[config.mk]
export PLATFORM = sky130hd
export DESIGN_NAME = board_display_scanner_flat
export DESIGN_NICKNAME = d
export VERILOG_FILES = /design/src/rtl/board_display_scanner_if.sv /design/src/rtl/board_display_scanner.sv /design/src/flat_wrapper.sv
export SDC_FILE = /design/constraint.sdc
export NUM_CORES = 1
export LEC_CHECK = 0
export ABC_AREA = 1
export BUFFER_PORTS_ARGS = -buffer_cell sky130_fd_sc_hd__buf_2
export CORE_AREA = 2 2 91 93
export DETAILED_ROUTE_END_ITERATION = 10
export DIE_AREA = 0 0 93 95
export PLACE_DENSITY = 0.78
export SLEW_MARGIN = 0
export SYNTH_ARGS = -nofsm -noshare
export SYNTH_HDL_FRONTEND = slang
export SYNTH_SLANG_ARGS = --single-unit
[constraint.sdc]
create_clock -name clk -period 3 [get_ports clk]
set_clock_uncertainty 0.05 [all_clocks]
set_input_delay 0.6 -clock clk [delete_from_list [all_inputs] [get_ports clk]]
set_output_delay 0.6 -clock clk [all_outputs]
set_load 0.05 [all_outputs]
[src/rtl/board_display_scanner_if.sv]
// Board read port and VGA video bundle for board_display_scanner.
// master = scanner side, slave = board store / display sink side.
interface board_display_scanner_if;

  logic [7:0]  ra0;
  logic [2:0]  rd0;
  logic        hsync;
  logic        vsync;
  logic        de;
  logic [11:0] rgb;
  logic        frame_start;
  logic        vblank;

  modport master (
    output ra0,
    input  rd0,
    output hsync,
    output vsync,
    output de,
    output rgb,
    output frame_start,
    output vblank
  );

  modport slave (
    input  ra0,
    output rd0,
    input  hsync,
    input  vsync,
    input  de,
    input  rgb,
    input  frame_start,
    input  vblank
  );

endinterface

[src/rtl/board_display_scanner.sv]
// Raster scanner: reads the 10x20 board store and renders 640x480 VGA.
// Optional macro GRID_LINES_EN draws 12'h444 gridlines on cell edges.
module board_display_scanner #(
  parameter int H_ACTIVE = 640,
  parameter int H_FP     = 16,
  parameter int H_SYNC   = 96,
  parameter int H_BP     = 48,
  parameter int V_ACTIVE = 480,
  parameter int V_FP     = 10,
  parameter int V_SYNC   = 2,
  parameter int V_BP     = 33,
  parameter int BOARD_X0 = 220,
  parameter int BOARD_Y0 = 40,
  parameter int CELL     = 20,
  parameter logic [11:0] BG_RGB = 12'h000
) (
  input logic clk,
  input logic rst,
  input logic pix_ce,
  board_display_scanner_if.master bus
);

  localparam int SW = $clog2(CELL);

  localparam logic [9:0] H_LAST =
    10'(H_ACTIVE + H_FP + H_SYNC + H_BP - 1);
  localparam logic [9:0] V_LAST =
    10'(V_ACTIVE + V_FP + V_SYNC + V_BP - 1);

  localparam logic [9:0] HA  = 10'(H_ACTIVE);
  localparam logic [9:0] HS0 = 10'(H_ACTIVE + H_FP);
  localparam logic [9:0] HS1 = 10'(H_ACTIVE + H_FP + H_SYNC);
  localparam logic [9:0] VA  = 10'(V_ACTIVE);
  localparam logic [9:0] VS0 = 10'(V_ACTIVE + V_FP);
  localparam logic [9:0] VS1 = 10'(V_ACTIVE + V_FP + V_SYNC);

  localparam logic [9:0] BX0 = 10'(BOARD_X0);
  localparam logic [9:0] BX1 = 10'(BOARD_X0 + 10 * CELL);
  localparam logic [9:0] BY0 = 10'(BOARD_Y0);
  localparam logic [9:0] BY1 = 10'(BOARD_Y0 + 20 * CELL);

  localparam logic [SW-1:0] SUB_MAX = SW'(CELL - 1);

`ifdef GRID_LINES_EN
  typedef struct packed {
    logic in_board;
    logic de;
    logic hs;
    logic vs;
    logic grid;
  } stage_t;

  localparam stage_t BLANK = '{
    in_board: 1'b0,
    de:       1'b0,
    hs:       1'b1,
    vs:       1'b1,
    grid:     1'b0
  };
`else
  typedef struct packed {
    logic in_board;
    logic de;
    logic hs;
    logic vs;
  } stage_t;

  localparam stage_t BLANK = '{
    in_board: 1'b0,
    de:       1'b0,
    hs:       1'b1,
    vs:       1'b1
  };
`endif

  logic [9:0]    h_cnt;
  logic [9:0]    v_cnt;
  logic [9:0]    h_nxt;
  logic [9:0]    v_nxt;
  logic          h_wrap;
  logic          v_wrap;
  logic          in_x;
  logic          in_y;

  logic [SW-1:0] sub_x;
  logic [SW-1:0] sub_y;
  logic [3:0]    col;
  logic [7:0]    row_base;

  stage_t        s0;
  stage_t        s1;
  stage_t        s2;
  logic [2:0]    cell2;
  logic [11:0]   pix_rgb;

  logic [7:0]    ra0_q;
  logic          hs_q;
  logic          vs_q;
  logic          de_q;
  logic [11:0]   rgb_q;
  logic          fs_q;

  assign h_wrap = (h_cnt == H_LAST);
  assign v_wrap = (v_cnt == V_LAST);
  assign h_nxt  = h_wrap ? 10'd0 : h_cnt + 10'd1;
  assign v_nxt  = v_wrap ? 10'd0 : v_cnt + 10'd1;

  assign in_x = (h_cnt >= BX0) && (h_cnt < BX1);
  assign in_y = (v_cnt >= BY0) && (v_cnt < BY1);

  // S0 decode of the current counter position
  always_comb begin
    s0          = BLANK;
    s0.in_board = in_x && in_y;
    s0.de       = (h_cnt < HA) && (v_cnt < VA);
    s0.hs       = !((h_cnt >= HS0) && (h_cnt < HS1));
    s0.vs       = !((v_cnt >= VS0) && (v_cnt < VS1));
`ifdef GRID_LINES_EN
    s0.grid     = (sub_x == '0) || (sub_y == '0);
`endif
  end

  // Pixel and line counters
  always_ff @(posedge clk) begin
    if (rst) begin
      h_cnt <= 10'd0;
      v_cnt <= 10'd0;
    end else if (pix_ce) begin
      h_cnt <= h_nxt;
      if (h_wrap)
        v_cnt <= v_nxt;
    end
  end

  // Column tracking inside the board window, no divider
  always_ff @(posedge clk) begin
    if (rst) begin
      sub_x <= '0;
      col   <= 4'd0;
    end else if (pix_ce) begin
      if (h_nxt == BX0) begin
        sub_x <= '0;
        col   <= 4'd0;
      end else if (in_x) begin
        if (sub_x == SUB_MAX) begin
          sub_x <= '0;
          col   <= col + 4'd1;
        end else begin
          sub_x <= sub_x + 1'b1;
        end
      end
    end
  end

  // Row tracking; row_base holds row*10 by accumulation
  always_ff @(posedge clk) begin
    if (rst) begin
      sub_y    <= '0;
      row_base <= 8'd0;
    end else if (pix_ce && h_wrap) begin
      if (v_nxt == BY0) begin
        sub_y    <= '0;
        row_base <= 8'd0;
      end else if (in_y) begin
        if (sub_y == SUB_MAX) begin
          sub_y    <= '0;
          row_base <= row_base + 8'd10;
        end else begin
          sub_y <= sub_y + 1'b1;
        end
      end
    end
  end

  // S1: issue the board read address, hold it outside the board
  always_ff @(posedge clk) begin
    if (rst) begin
      ra0_q <= 8'd0;
      s1    <= BLANK;
    end else if (pix_ce) begin
      s1 <= s0;
      if (s0.in_board)
        ra0_q <= row_base + {4'd0, col};
    end
  end

  // S2: capture the cell type returned by the board store
  always_ff @(posedge clk) begin
    if (rst) begin
      s2    <= BLANK;
      cell2 <= 3'd0;
    end else if (pix_ce) begin
      s2    <= s1;
      cell2 <= bus.rd0;
    end
  end

  // Colour lookup for the S2 pixel
  always_comb begin
    pix_rgb = 12'h000;
    if (!s2.de) begin
      pix_rgb = 12'h000;
    end else if (!s2.in_board) begin
      pix_rgb = BG_RGB;
`ifdef GRID_LINES_EN
    end else if (s2.grid) begin
      pix_rgb = 12'h444;
`endif
    end else begin
      unique case (cell2)
        3'd0: pix_rgb = 12'h000;
        3'd1: pix_rgb = 12'h0FF;
        3'd2: pix_rgb = 12'h00F;
        3'd3: pix_rgb = 12'hF80;
        3'd4: pix_rgb = 12'hFF0;
        3'd5: pix_rgb = 12'h0F0;
        3'd6: pix_rgb = 12'hF0F;
        3'd7: pix_rgb = 12'hF00;
        default: pix_rgb = 12'h000;
      endcase
    end
  end

  // S3: register colour together with the delayed sync/de
  always_ff @(posedge clk) begin
    if (rst) begin
      rgb_q <= BG_RGB;
      hs_q  <= 1'b1;
      vs_q  <= 1'b1;
      de_q  <= 1'b0;
    end else if (pix_ce) begin
      rgb_q <= pix_rgb;
      hs_q  <= s2.hs;
      vs_q  <= s2.vs;
      de_q  <= s2.de;
    end
  end

  // Frame start pulse as the counters wrap into (0,0)
  always_ff @(posedge clk) begin
    if (rst)
      fs_q <= 1'b0;
    else
      fs_q <= pix_ce && h_wrap && v_wrap;
  end

  assign bus.ra0         = ra0_q;
  assign bus.rgb         = rgb_q;
  assign bus.hsync       = hs_q;
  assign bus.vsync       = vs_q;
  assign bus.de          = de_q;
  assign bus.frame_start = fs_q;
  assign bus.vblank      = (v_cnt >= VA);

endmodule

[src/flat_wrapper.sv]
// flat-port wrapper written by rule: the top's interface ports become plain ports
module board_display_scanner_flat 
#(
  parameter int H_ACTIVE = 640,
  parameter int H_FP     = 16,
  parameter int H_SYNC   = 96,
  parameter int H_BP     = 48,
  parameter int V_ACTIVE = 480,
  parameter int V_FP     = 10,
  parameter int V_SYNC   = 2,
  parameter int V_BP     = 33,
  parameter int BOARD_X0 = 220,
  parameter int BOARD_Y0 = 40,
  parameter int CELL     = 20,
  parameter logic [11:0] BG_RGB = 12'h000
)
  (clk, rst, pix_ce, bus_ra0, bus_rd0, bus_hsync, bus_vsync, bus_de, bus_rgb, bus_frame_start, bus_vblank);
  board_display_scanner_if bus_i ();
  input logic clk;
  input logic rst;
  input logic pix_ce;
  output wire logic [$bits(bus_i.ra0)-1:0] bus_ra0;
  input wire logic [$bits(bus_i.rd0)-1:0] bus_rd0;
  output wire logic [$bits(bus_i.hsync)-1:0] bus_hsync;
  output wire logic [$bits(bus_i.vsync)-1:0] bus_vsync;
  output wire logic [$bits(bus_i.de)-1:0] bus_de;
  output wire logic [$bits(bus_i.rgb)-1:0] bus_rgb;
  output wire logic [$bits(bus_i.frame_start)-1:0] bus_frame_start;
  output wire logic [$bits(bus_i.vblank)-1:0] bus_vblank;
  assign bus_ra0 = bus_i.ra0;
  assign bus_i.rd0 = bus_rd0;
  assign bus_hsync = bus_i.hsync;
  assign bus_vsync = bus_i.vsync;
  assign bus_de = bus_i.de;
  assign bus_rgb = bus_i.rgb;
  assign bus_frame_start = bus_i.frame_start;
  assign bus_vblank = bus_i.vblank;
  board_display_scanner #(.H_ACTIVE(H_ACTIVE), .H_FP(H_FP), .H_SYNC(H_SYNC), .H_BP(H_BP), .V_ACTIVE(V_ACTIVE), .V_FP(V_FP), .V_SYNC(V_SYNC), .V_BP(V_BP), .BOARD_X0(BOARD_X0), .BOARD_Y0(BOARD_Y0), .CELL(CELL), .BG_RGB(BG_RGB)) u_core (.clk(clk), .rst(rst), .pix_ce(pix_ce), .bus(bus_i));
endmodule
==> results.txt <==
status -> complete, no violations
RSZ-0062 raised after global routing -> false
PortBufs -> 30
n_diodes -> 0
layout cell share with drive strength beyond 1 -> 13.9%
Setup CP Type -> reg2reg
crit start category -> flop
Final #Nets -> 653
Post-DRT Antenna Nets -> 0
Area growth syn-to-layout -> 9.32%
Post-Syn Area -> 4180 µm²
sequential area share after synthesis -> 34.5%
sw power -> 490 µW
Placement Setup Slack -> 0.723 ns
CP required -> 3.20 ns
cell taking the most area after synthesis -> dfxtp_1
Static Leakage -> 0.00202 µW
Final Max Tran Viols -> 0
RD Place Congestion -> 0.947
R2R cell count -> 12
CTS clk-pin slew, worst paths -> 0.08 ns
Min-Delay Path Class -> reg2reg
setup slack after layout -> 0.770 ns
Tightest Pin Transition -> 0.552 ns
crit path to -> u_core.sub_x[2]
Data arrival, critical path -> 2.43 ns
Clock Path Buffers -> 2
fmax -> 448 MHz
cts hold-fix bufs -> 0
CTS tree -> yes
die height -> 95 µm
vias in the first global route -> 3626
CTS buffer count -> 9
Netlist cell types -> 38
crit-path max FO -> 8
Synth Register Bits -> 72
Post-synth top flop -> dfxtp_1
DRC errors left -> 0
worst r2r src -> u_core.h_cnt[0]
Max-slew headroom -> 62.9%
largest net degree at the start of global routing -> 39
Period minus WS final -> 2.23 ns
count leader, synth -> nand2_1
R2R Setup Slk -> 0.77 ns
maximum vdd ir drop -> 0.000417 V
Post-synth EDFFs -> 0
Total Routed Length -> 9450 µm
Yosys warning count -> 0
row count -> 33
Vias -> 3927
core box area -> 7930 µm²
fin crit share -> 74.3%
Avg Vias per Cell -> 5.29
logic gate share of total power -> 7.4%
Filler cells -> 743
full die area -> 8840 µm²
P_int -> 1450 µW
Top-Level Pins -> 31
first-pass GRT wire length -> 16200 µm
Clock Power Share -> 40.8%
Setup Viol. Count Final -> 0
register share of total power -> 51.8%
setup TNS -> 0 ns
crit path from -> u_core.h_cnt[0]
Post CTS Setup Buffer Count -> 0
Switching Fraction -> 25.2%
Clock Root Buffer -> clkbuf_8
DP Wirelength -> 6880 µm
Worst Setup End Kind -> flop
top cells by area, synth -> dfxtp_1 35%, nand2_1 11%, nor2_1 8.1%, a21oi_1 6.2%, nand3_1 5.9%
Synth top area share -> 34.5%
Max Cap Viol -> 0
syn avg cell area -> 6.81 µm²
cell area power density -> 426 nW/µm²
Hold Vio Cnt, Final -> 0
async set or reset register ratio after synthesis -> 0%
H-tree Lvls -> 3
R2R Path End -> u_core.sub_x[2]
WL per Instance -> 12.7 µm
Mapped Cells -> 613
clock sink count -> 72
GRT Overall Usage -> 22.7%
initial DRC count -> 181
Worst-Skew Late Latency -> 0.35 ns
Initial Util -> 52.7%
syn_nets -> 633
Pre-antenna DRT Iters -> 4
Die Wd -> 93 µm
initial antenna violation count -> 0
post-cts gate resize count -> 0
Post-synth top cells -> 121 x nand2_1, 90 x nor2_1, 72 x dfxtp_1
total gr overflow -> 0
power groups by stage:
stage	sequential, µW	clock [µW]	combinational [µW]
finish	1010	793	143
floorplan	1030	0	104
detailed placement	1030	0	142
global placement	1030	0	138
global route	1010	845	162
CTS	1010	808	142
cell usage in the layout, fill, tap and decap left out, types with 3 or more instances in the layout:
master    count
clkbuf_8     11
buf_4         5
nand2_1     121
buf_2        30
dfxtp_1      72
ha_1         14
nand2_2      10
a22oi_1       4
nand3_1      49
nand4_1      11
nor2_2        9
o21ai_1       3
o21ai_0      35
nor2_1       90
xor2_1       10
xnor2_1       7
inv_1        62
a21oi_1      52
nor3_1       10
nand3_2       3
nor2_4        4
worst min path at each step:
stage	end	startpoint	cells past startpoint	slack (ns)
after global routing	u_core.bus.vsync	u_core.bus.vsync	2	0.43
after CTS	u_core.bus.hsync	u_core.bus.hsync	2	0.42
after global placement	u_core.bus.vsync	u_core.bus.vsync	2	0.39
after floorplan	u_core.s2[0]	u_core.s2[0]	2	0.38
after detailed placement	u_core.bus.hsync	u_core.bus.hsync	2	0.40
final	u_core.bus.hsync	u_core.bus.hsync	2	0.41
state kept, by name, indices dropped and copies added (netlist names), 3 cells and up, named ones only:
| signal | count |
|---|---|
| u_core.v_cnt | 10 |
| u_core.col | 4 |
| u_core.row_base | 7 |
| u_core.s1 | 4 |
| u_core.bus.ra0 | 8 |
| u_core.sub_y | 5 |
| u_core.bus.rgb | 4 |
| u_core.sub_x | 5 |
| u_core.s2 | 4 |
| u_core.h_cnt | 10 |
| u_core.cell2 | 3 |
cells by family (layout without fill, tap and decap cells):
logic type / count (synthesis) / in the layout / synth area share [%]
xor+xnor: 17 / 17 / 3.56
simple gates: 316 / 316 / 34.7
flops: 72 / 72 / 34.5
buf+inv: 91 / 116 / 9.50
fa+ha+maj: 14 / 14 / 4.19
compound gates: 103 / 103 / 13.6
metrics by stage:
stage | utilization [%] | power, µW | cells | instance area, µm² | hold WS, ns
after floorplan | - | 1130 | 613 | 4180 | 0.379
after global placement | 55.0 | 1170 | 727 | 4360 | 0.389
after detailed placement | 55.0 | 1170 | 727 | 4360 | 0.396
after CTS | 57.6 | 1960 | 743 | 4570 | 0.416
after global routing | 57.6 | 2020 | 743 | 4570 | 0.431
final | 57.6 | 1940 | 743 | 4570 | 0.410
area by class of cell:
cell class                      count  area (µm²)  area share [%]
Multi-Input combinational cell    450        2340            51.2
Tap cell                          105         131            2.88
Clock inverter                      5        55.1            1.21
Timing Repair Buffer               36         208            4.55
Sequential cell                    72        1440            31.6
Inverter                           64         240            5.26
Clock buffer                       11         151            3.32
routing by layer:
metal	GRT usage [%]	share of wire, %	up-vias
met3	4.95	4.5	15
li1	-	-	2019
met5	0	0	-
met1	29.0	47	1791
met4	9.31	2.1	0
met2	37.4	47	102
worst max-delay path, stage by stage (launching register included):
cell,delay (ns)
dfxtp_1,0.44
ha_1,0.25
nand2_2,0.10
nor2_1,0.23
nand3_2,0.16
nand2_1,0.10
nor2_1,0.06
nor2_2,0.13
nand3_4,0.16
nand2_2,0.10
nand2_2,0.09
a21oi_1,0.18
nor2_1,0.07
(Power assumes the default switching activity.)
